## src/rtl/neuron_tdm_scheduler.sv

```systemverilog
// Time-multiplexes one pipelined Q3.12 neuron core across N virtual neurons:
// holds per-neuron v/w/i state, tags in-flight issues, writes results back and flags spikes.
module neuron_tdm_scheduler #(
    parameter int            N        = 16,
    parameter int            W        = 16,
    parameter int            CORE_LAT = 4,
    parameter logic [W-1:0]  V_INIT   = 16'hECE1,
    parameter logic [W-1:0]  W_INIT   = 16'hF600,
    parameter logic [W-1:0]  V_TH     = 16'h1000,
    localparam int           ID_W     = (N > 1) ? $clog2(N) : 1
) (
    input  logic            clk,
    input  logic            rst,
    input  logic            start,
    input  logic            clear,
    input  logic            i_we,
    input  logic [ID_W-1:0] i_addr,
    input  logic [W-1:0]    i_data,
    input  logic [ID_W-1:0] rd_addr,
    output logic [W-1:0]    rd_v,
    output logic [W-1:0]    rd_w,
    output logic [W-1:0]    core_i,
    output logic [W-1:0]    core_v,
    output logic [W-1:0]    core_w,
    input  logic [W-1:0]    core_v_out,
    input  logic [W-1:0]    core_w_out,
    output logic            busy,
    output logic            done,
    output logic            spike_valid,
    output logic [ID_W-1:0] spike_id,
    output logic [15:0]     step_count
);

    typedef enum logic [1:0] {IDLE, ISSUE, DRAIN, DONE} state_t;

    localparam logic [ID_W-1:0] LAST_ID = ID_W'(N - 1);

    state_t                state_q, state_d;
    logic [ID_W-1:0]       ptr_q, ptr_d;
    logic signed [W-1:0]   v_q [N];
    logic signed [W-1:0]   v_d [N];
    logic signed [W-1:0]   w_q [N];
    logic signed [W-1:0]   w_d [N];
    logic signed [W-1:0]   i_q [N];
    logic signed [W-1:0]   i_d [N];
    logic [CORE_LAT-1:0]   tag_vld_q, tag_vld_d;
    logic [ID_W-1:0]       tag_id_q [CORE_LAT];
    logic [ID_W-1:0]       tag_id_d [CORE_LAT];
    logic                  busy_q, busy_d;
    logic                  done_q, done_d;
    logic                  spike_valid_q, spike_valid_d;
    logic [ID_W-1:0]       spike_id_q, spike_id_d;
    logic [15:0]           step_count_q, step_count_d;
    logic                  clear_en;
    logic                  wb_vld;
    logic [ID_W-1:0]       wb_id;

    // Rising-edge threshold crossing: new value at/above threshold, stored value below it.
    function automatic logic crosses_up(input logic signed [W-1:0] v_new,
                                        input logic signed [W-1:0] v_old);
        return (v_new >= $signed(V_TH)) && (v_old < $signed(V_TH));
    endfunction

    assign wb_vld      = tag_vld_q[CORE_LAT-1];
    assign wb_id       = tag_id_q[CORE_LAT-1];

    assign core_i      = i_q[ptr_q];
    assign core_v      = v_q[ptr_q];
    assign core_w      = w_q[ptr_q];
    assign rd_v        = v_q[rd_addr];
    assign rd_w        = w_q[rd_addr];

    assign busy        = busy_q;
    assign done        = done_q;
    assign spike_valid = spike_valid_q;
    assign spike_id    = spike_id_q;
    assign step_count  = step_count_q;

    always_comb begin
        state_d      = state_q;
        ptr_d        = ptr_q;
        busy_d       = 1'b0;
        done_d       = 1'b0;
        step_count_d = step_count_q;
        clear_en     = 1'b0;

        // Tag pipeline mirrors the core latency so each result finds its neuron id.
        for (int s = CORE_LAT - 1; s > 0; s--) begin
            tag_vld_d[s] = tag_vld_q[s-1];
            tag_id_d[s]  = tag_id_q[s-1];
        end
        tag_vld_d[0] = 1'b0;
        tag_id_d[0]  = ptr_q;

        case (state_q)
            IDLE: begin
                if (start) begin
                    state_d = ISSUE;
                    ptr_d   = '0;
                    busy_d  = 1'b1;
                end else if (clear) begin
                    clear_en = 1'b1;
                end
            end
            ISSUE: begin
                tag_vld_d[0] = 1'b1;
                busy_d       = 1'b1;
                if (ptr_q == LAST_ID) begin
                    state_d = DRAIN;
                    ptr_d   = '0;
                end else begin
                    ptr_d = ptr_q + ID_W'(1);
                end
            end
            DRAIN: begin
                if (wb_vld && wb_id == LAST_ID) begin
                    state_d = DONE;
                end else begin
                    busy_d = 1'b1;
                end
            end
            DONE: begin
                done_d       = 1'b1;
                step_count_d = step_count_q + 16'd1;
                state_d      = IDLE;
            end
            default: state_d = IDLE;
        endcase

        v_d = v_q;
        w_d = w_q;
        i_d = i_q;
        if (clear_en) begin
            for (int k = 0; k < N; k++) begin
                v_d[k] = V_INIT;
                w_d[k] = W_INIT;
            end
        end else if (wb_vld) begin
            v_d[wb_id] = core_v_out;
            w_d[wb_id] = core_w_out;
        end
        if (i_we && int'(i_addr) < N) begin
            i_d[i_addr] = i_data;
        end

        spike_valid_d = wb_vld && crosses_up(core_v_out, v_q[wb_id]);
        spike_id_d    = spike_valid_d ? wb_id : spike_id_q;
    end

    always_ff @(posedge clk or posedge rst) begin
        if (rst) begin
            state_q       <= IDLE;
            ptr_q         <= '0;
            tag_vld_q     <= '0;
            busy_q        <= 1'b0;
            done_q        <= 1'b0;
            spike_valid_q <= 1'b0;
            spike_id_q    <= '0;
            step_count_q  <= '0;
            for (int s = 0; s < CORE_LAT; s++) begin
                tag_id_q[s] <= '0;
            end
            for (int k = 0; k < N; k++) begin
                v_q[k] <= V_INIT;
                w_q[k] <= W_INIT;
                i_q[k] <= '0;
            end
        end else begin
            state_q       <= state_d;
            ptr_q         <= ptr_d;
            tag_vld_q     <= tag_vld_d;
            tag_id_q      <= tag_id_d;
            busy_q        <= busy_d;
            done_q        <= done_d;
            spike_valid_q <= spike_valid_d;
            spike_id_q    <= spike_id_d;
            step_count_q  <= step_count_d;
            v_q           <= v_d;
            w_q           <= w_d;
            i_q           <= i_d;
        end
    end

endmodule
```

## config.mk

```make
export PLATFORM = sky130hd
export DESIGN_NAME = neuron_tdm_scheduler
export DESIGN_NICKNAME = d
export VERILOG_FILES = /design/src/rtl/neuron_tdm_scheduler.sv
export SDC_FILE = /design/constraint.sdc
export NUM_CORES = 2
export LEC_CHECK = 0
export CORE_AREA = 2 2 278 280
export DETAILED_ROUTE_END_ITERATION = 8
export DIE_AREA = 0 0 280 282
export PLACE_DENSITY = 0.77
export SLEW_MARGIN = 30
export SYNTH_ARGS = -nofsm -noshare
export SYNTH_HDL_FRONTEND = slang
export SYNTH_SLANG_ARGS = --single-unit
```

## constraint.sdc

```tcl
create_clock -name clk -period 25.5 [get_ports clk]
set_input_delay 5.1 -clock clk [delete_from_list [all_inputs] [get_ports clk]]
set_output_delay 5.1 -clock clk [all_outputs]
set_load 0.03 [all_outputs]
```

# After elaboration in Yosys (flattened, before gate mapping)
# Cells that the tools add are included.
# totals
elab_cells	136
in_bits	61
reg_bits	817
# classes
eq_ne	8
order_cmp	8
n_bitwise	4
reduce_logical	10
muxes	44
addsub	2
# op_table
op	count
$mux 256	4
$bwmux 256	3
$bmux 16 s4	6
$mux 16	14
$demux 16 s4	2
$ge 5x5->1 const B	4
$not 4->5	4
$add 16x1->16 const B	1
$ge 16x14->1 const B	1
$lt 16x14->1 const B	1
$lt 5x1->1 const B	2
$eq 4x4->1 const B	2
$mux 4	2
$pmux 2 s4	1
$pmux 4 s2	1
$mux 1	7
$mux 2	3
$ne 2x2->1 const B	3
$logic_and 1x1->1	5
$add 4x1->4 const B	1
$eq 2x2->1 const B	2
$reduce_bool 2->1	2
$pmux 1 s3	1
$reduce_and 3->1	1
3 further kinds	3

# Longest topological paths before layout
# logic_depth
depth_word	8
depth_mapped	8

# Worst setup path after synthesis
# OpenSTA, ideal clock, no wires.
# synth_path
kind	input to output
from	in rd_addr[0]
to	out rd_w[0]
path_buffers	2
arrival_time_ps	6996
path_stages	4
t_required_ps	20400
slack_ps	13404
cell_sequence	clkbuf_1 > buf_1 > mux4_2 > mux4_2
# synth_via
elab_chain_cells	4
# synth_rtl
item	line	text
start: declaration	19	input logic [ID_W-1:0] rd_addr,
$not 4->5 (implied by the code)	71	assign rd_w = w_q[rd_addr];
$bmux 16 s4	71	
$mux 16 (implied by the code) (2 in a row)	71	
end: declaration	21	output logic [W-1:0] rd_w,
# Every way passes these cells. The select of a mux whose other input is x is not followed.

# Worst setup path after layout
# layout_path
from	in rd_addr[0]
to	out rd_v[13]
# layout_via
elab_chain_cells	4
# layout_rtl
item	line	text
$not 4->5 (implied by the code)	70	assign rd_v = v_q[rd_addr];
$bmux 16 s4	70	
$mux 16 (implied by the code) (2 in a row)	70	
end: declaration	20	output logic [W-1:0] rd_v,
# Every way passes these cells. The select of a mux whose other input is x is not followed.

==> results.txt <==
Ranked by total cell area, the synthesized netlist is headed by dfrtp_1 34%, dfstp_2 15%, mux4_2 14%, nand2_1 9.6%, mux2_1 8.1%. The detailed router finished its first iteration with 4447 violations. The reg-to-reg critical path startpoint is ptr_q[1]$_DFFE_PP0P_.

Total wire length after detailed routing: 129000 um. The signal on the critical path passes through buf_8 -> buf_4 -> mux4_2 -> mux4_2 -> clkdlybuf4s50_1. Cells fill 63.1% of the core in the end. The tools report the overall routing resource usage as 32.9%. The worst hold path passes through 0 cells. The H-tree was split into 3 levels. The run gives 3925 as the net count of the finished layout.

The total area inside the core boundary comes to 75700 um^2. The run gives 0 as the max-slew violation count. The worst register-to-register path ends at ptr_q[3]$_DFFE_PP0P_.

After technology mapping, the gate count stands at 3906. Yosys instantiated no cell more often than nand2_1. The post-DP HPWL is 73500 um. The number of different library cells used by synthesis comes to 50. The end point of the most critical hold path was tag_vld_q[3]$_DFF_PP0_. The root buffer cell chosen for the clock tree is clkbuf_16.

For the global-route wire length before repair, the log shows 197000 um. The floorplan die area is 79000 um^2, and the share of the synthesized area in the top cell type is 34.1%. Of the synthesized area, sequential elements account for 49.0%. Synthesized net count: 3973. The final critical path time including I/O delays and setup is 13.27 ns. Sorting the synthesized cells by how often they occur yields 1084 x nand2_1, 577 x dfrtp_1, 324 x a21oi_1. STA classifies the critical path endpoint as an output pin. The largest individual stage delay along the critical path comes from the cell buf_4.

The x dimension of the die came out at 280 um. On the final layout, the worst clock skew is 0.0285 ns. The area growth from synthesis to layout is 12.9%.

The flip-flop and latch count after synthesis is 817. Summed over all failing endpoints, the final setup total negative slack is 0 ns. For the worst setup path, the data required time is 20.40 ns.

Of all nets on the critical path, the largest fanout is 46. The floorplan step set the die height to 282 um. Path category of the worst min-delay check: reg -> reg. Depth of the worst register-to-register path: 7. IR analysis of the VDD net gives a maximum drop of 0.0000682 V. After clock tree synthesis, the clock-pin slew on the worst setup and hold paths is 0.06 ns. After detailed routing, the average wire length per cell comes to 26.3 um. The run finished with clean final reports.

The worst pin sits at a relative slew slack of 34.2%. Dividing the synthesized area by the synthesized cell count gives 10.8 um^2. Start-to-end type of the worst setup path: in -> out. The number of gates resized after CTS was 0. Across the run, the number of max-cap violations was 0.

The clock reaches the later pin of the worst-skew pair after 0.66 ns. For this run, the detailed router's first-pass iteration total came to 6. Summed over all layers, the global routing overflow is 0.

The tightest hold path in the finished design has a slack of 0.341 ns. During placement, the flow inserted port buffers numbering 163. Setup repair after global routing left no endpoint under its margin. Routability-driven placement finished with a final weighted congestion of 0.888. By instance count, the cell type seen most on the critical path is mux4_2. Dividing total power by cell area gives a power density of 105 nW/um^2.

Summed over all instances, the cell type with the most area after synthesis is dfrtp_1. For the highest clock frequency the design can meet, the log shows 75.4 MHz. The initial utilization of the core area, before any placement, comes to 55.9%. Of all flip-flops after synthesis, the portion carrying an async set or reset was 100%. Number of setup violations in the final report: 0. The Yosys step of the flow raised 0 warnings.

After detailed routing, the number of remaining DRC violations is 0. The run gives 42300 um^2 as the cell area after synthesis. The analysis attributes to cell leakage a power of 20.0 nW.

Using the TritonRoute via totals, the vias-per-cell ratio works out to 6.66. The logs give 0 for the number of post-CTS setup repair buffers and 6 for the number of antenna violations at the first check in global routing. The leading register cell type out of synthesis was dfrtp_1.

After clock tree synthesis, the flow added hold-fix buffers numbering 0. The number of clock buffers added by TritonCTS is 89. CTS saw 817 sinks. Across all register-to-register paths, the minimum setup slack is 21.84 ns. The final antenna-violating net count is 0, and the final clock period utilization by the worst path is 52.0%. The critical path starts at rd_addr[0].

I/O pin count: 164. The worst setup path is launched from a primary input. For the pin with the worst max-slew slack, the measured transition is 0.987 ns. The maximum single-stage delay on the critical path was 0.76 ns.

The arrival time reported for the critical path endpoint is 8.17 ns, and the total power is 0.00501 W. The total vias in the final route is 32700. The logs give 198 for the pin count of the biggest net entering global routing and 101 for the number of core rows.

The count of flip-flops with a built-in enable after synthesis is 0. In this run the most critical hold path is launched from tag_vld_q[2]$_DFF_PP0_. The fraction of final layout cells with drive strength greater than 1 is 20.3%, and the deepest clock path buffer count is 3. The tools report the final count of hold timing violations as 0. The run gives 32600 as the number of global-route vias before repair.

TritonCTS built the clock tree.
critical path, delay by kind of cell:
| kind | cells | cell delay (ns) |
|---|---|---|
| buf+inv | 3 | 1.81 |
| mux | 2 | 1.15 |
layer usage:
layer	routed length, um	part of all wire (%)	track usage, %	vias up
met3	14600	11	8.44	460
met1	49200	38	44.1	16500
li1	-	-	-	13700
met4	6440	5.0	16.1	4
met5	29	0.022	0	-
met2	59000	46	50.1	2015
where the power goes:
part	switching (W)	total, W	internal (W)	leakage [nW]
Clock	0.000565	0.00137	0.000801	1.53
Sequential	0.000270	0.00194	0.00167	10.0
Combinational	0.000938	0.00169	0.000756	8.41
Total	0.00177	0.00501	0.00323	20.0
kinds of logic after synthesis:
kind of cell / share of synthesized area, %
AOI/OAI and AO/OA: 7.51
xor gates and xnor gates: 0.311
adders and majority gates: 0.177
buffers and inverters: 3.65
DFF: 49.0
muxes: 25.8
and+or+nand+nor: 13.5
registers in the layout, summed over array words and instances (netlist names):
signal	flops
i_q	256
v_q	256
w_q	256
step_count	16
tag_id_d	12
ptr_q	4
spike_id	4
tag_vld_q	4
wb_id	4
state_q	2
busy	1
done	1
spike_valid	1
stage by stage:
step / worst slack (ns) / instance area, um^2 / std cells
after floorplan: 9.38 / 42300 / 3906
after global placement: 11.93 / 44400 / 4740
after detailed placement: 12.24 / 44500 / 4742
after CTS: 12.23 / 47600 / 4908
after global routing: 12.09 / 47700 / 4915
final: 12.23 / 47700 / 4915
cells in the final DEF, fill, tap and decap left out, types with 49 or more instances in the layout:
cell	instances
buf_4	64
a22oi_1	49
a21oi_1	324
dfstp_2	240
clkdlybuf4s50_1	159
mux2i_1	149
mux2_1	306
mux4_2	263
o21ai_0	73
nand2_1	1069
nand3_1	232
dfrtp_1	573
a221oi_1	49
clkbuf_16	89
how the worst max path moves through the flow:
| stage | cells past startpoint | slack (ns) | end |
|---|---|---|---|
| 6_report | 5 | 12.23 | rd_v[13] |
| 5_1_grt | 5 | 12.09 | rd_v[12] |
| 2_1_floorplan | 1 | 9.38 | busy$_DFF_PP0_ |
| 4_1_cts | 5 | 12.23 | rd_v[13] |
| 3_5_place_dp | 5 | 12.24 | rd_v[13] |
| 3_3_place_gp | 5 | 11.93 | rd_v[12] |
layout make-up:
type,count,area (um^2)
antenna,4,10.0
clock buffer,115,2460
clock inverter,51,649
fill,5727,28000
inverter,6,26.3
multi-input combinational,2703,20200
sequential,817,20800
tap,978,1220
timing repair buffer,241,2370
Note: power is estimated with default switching activity, not from simulation.
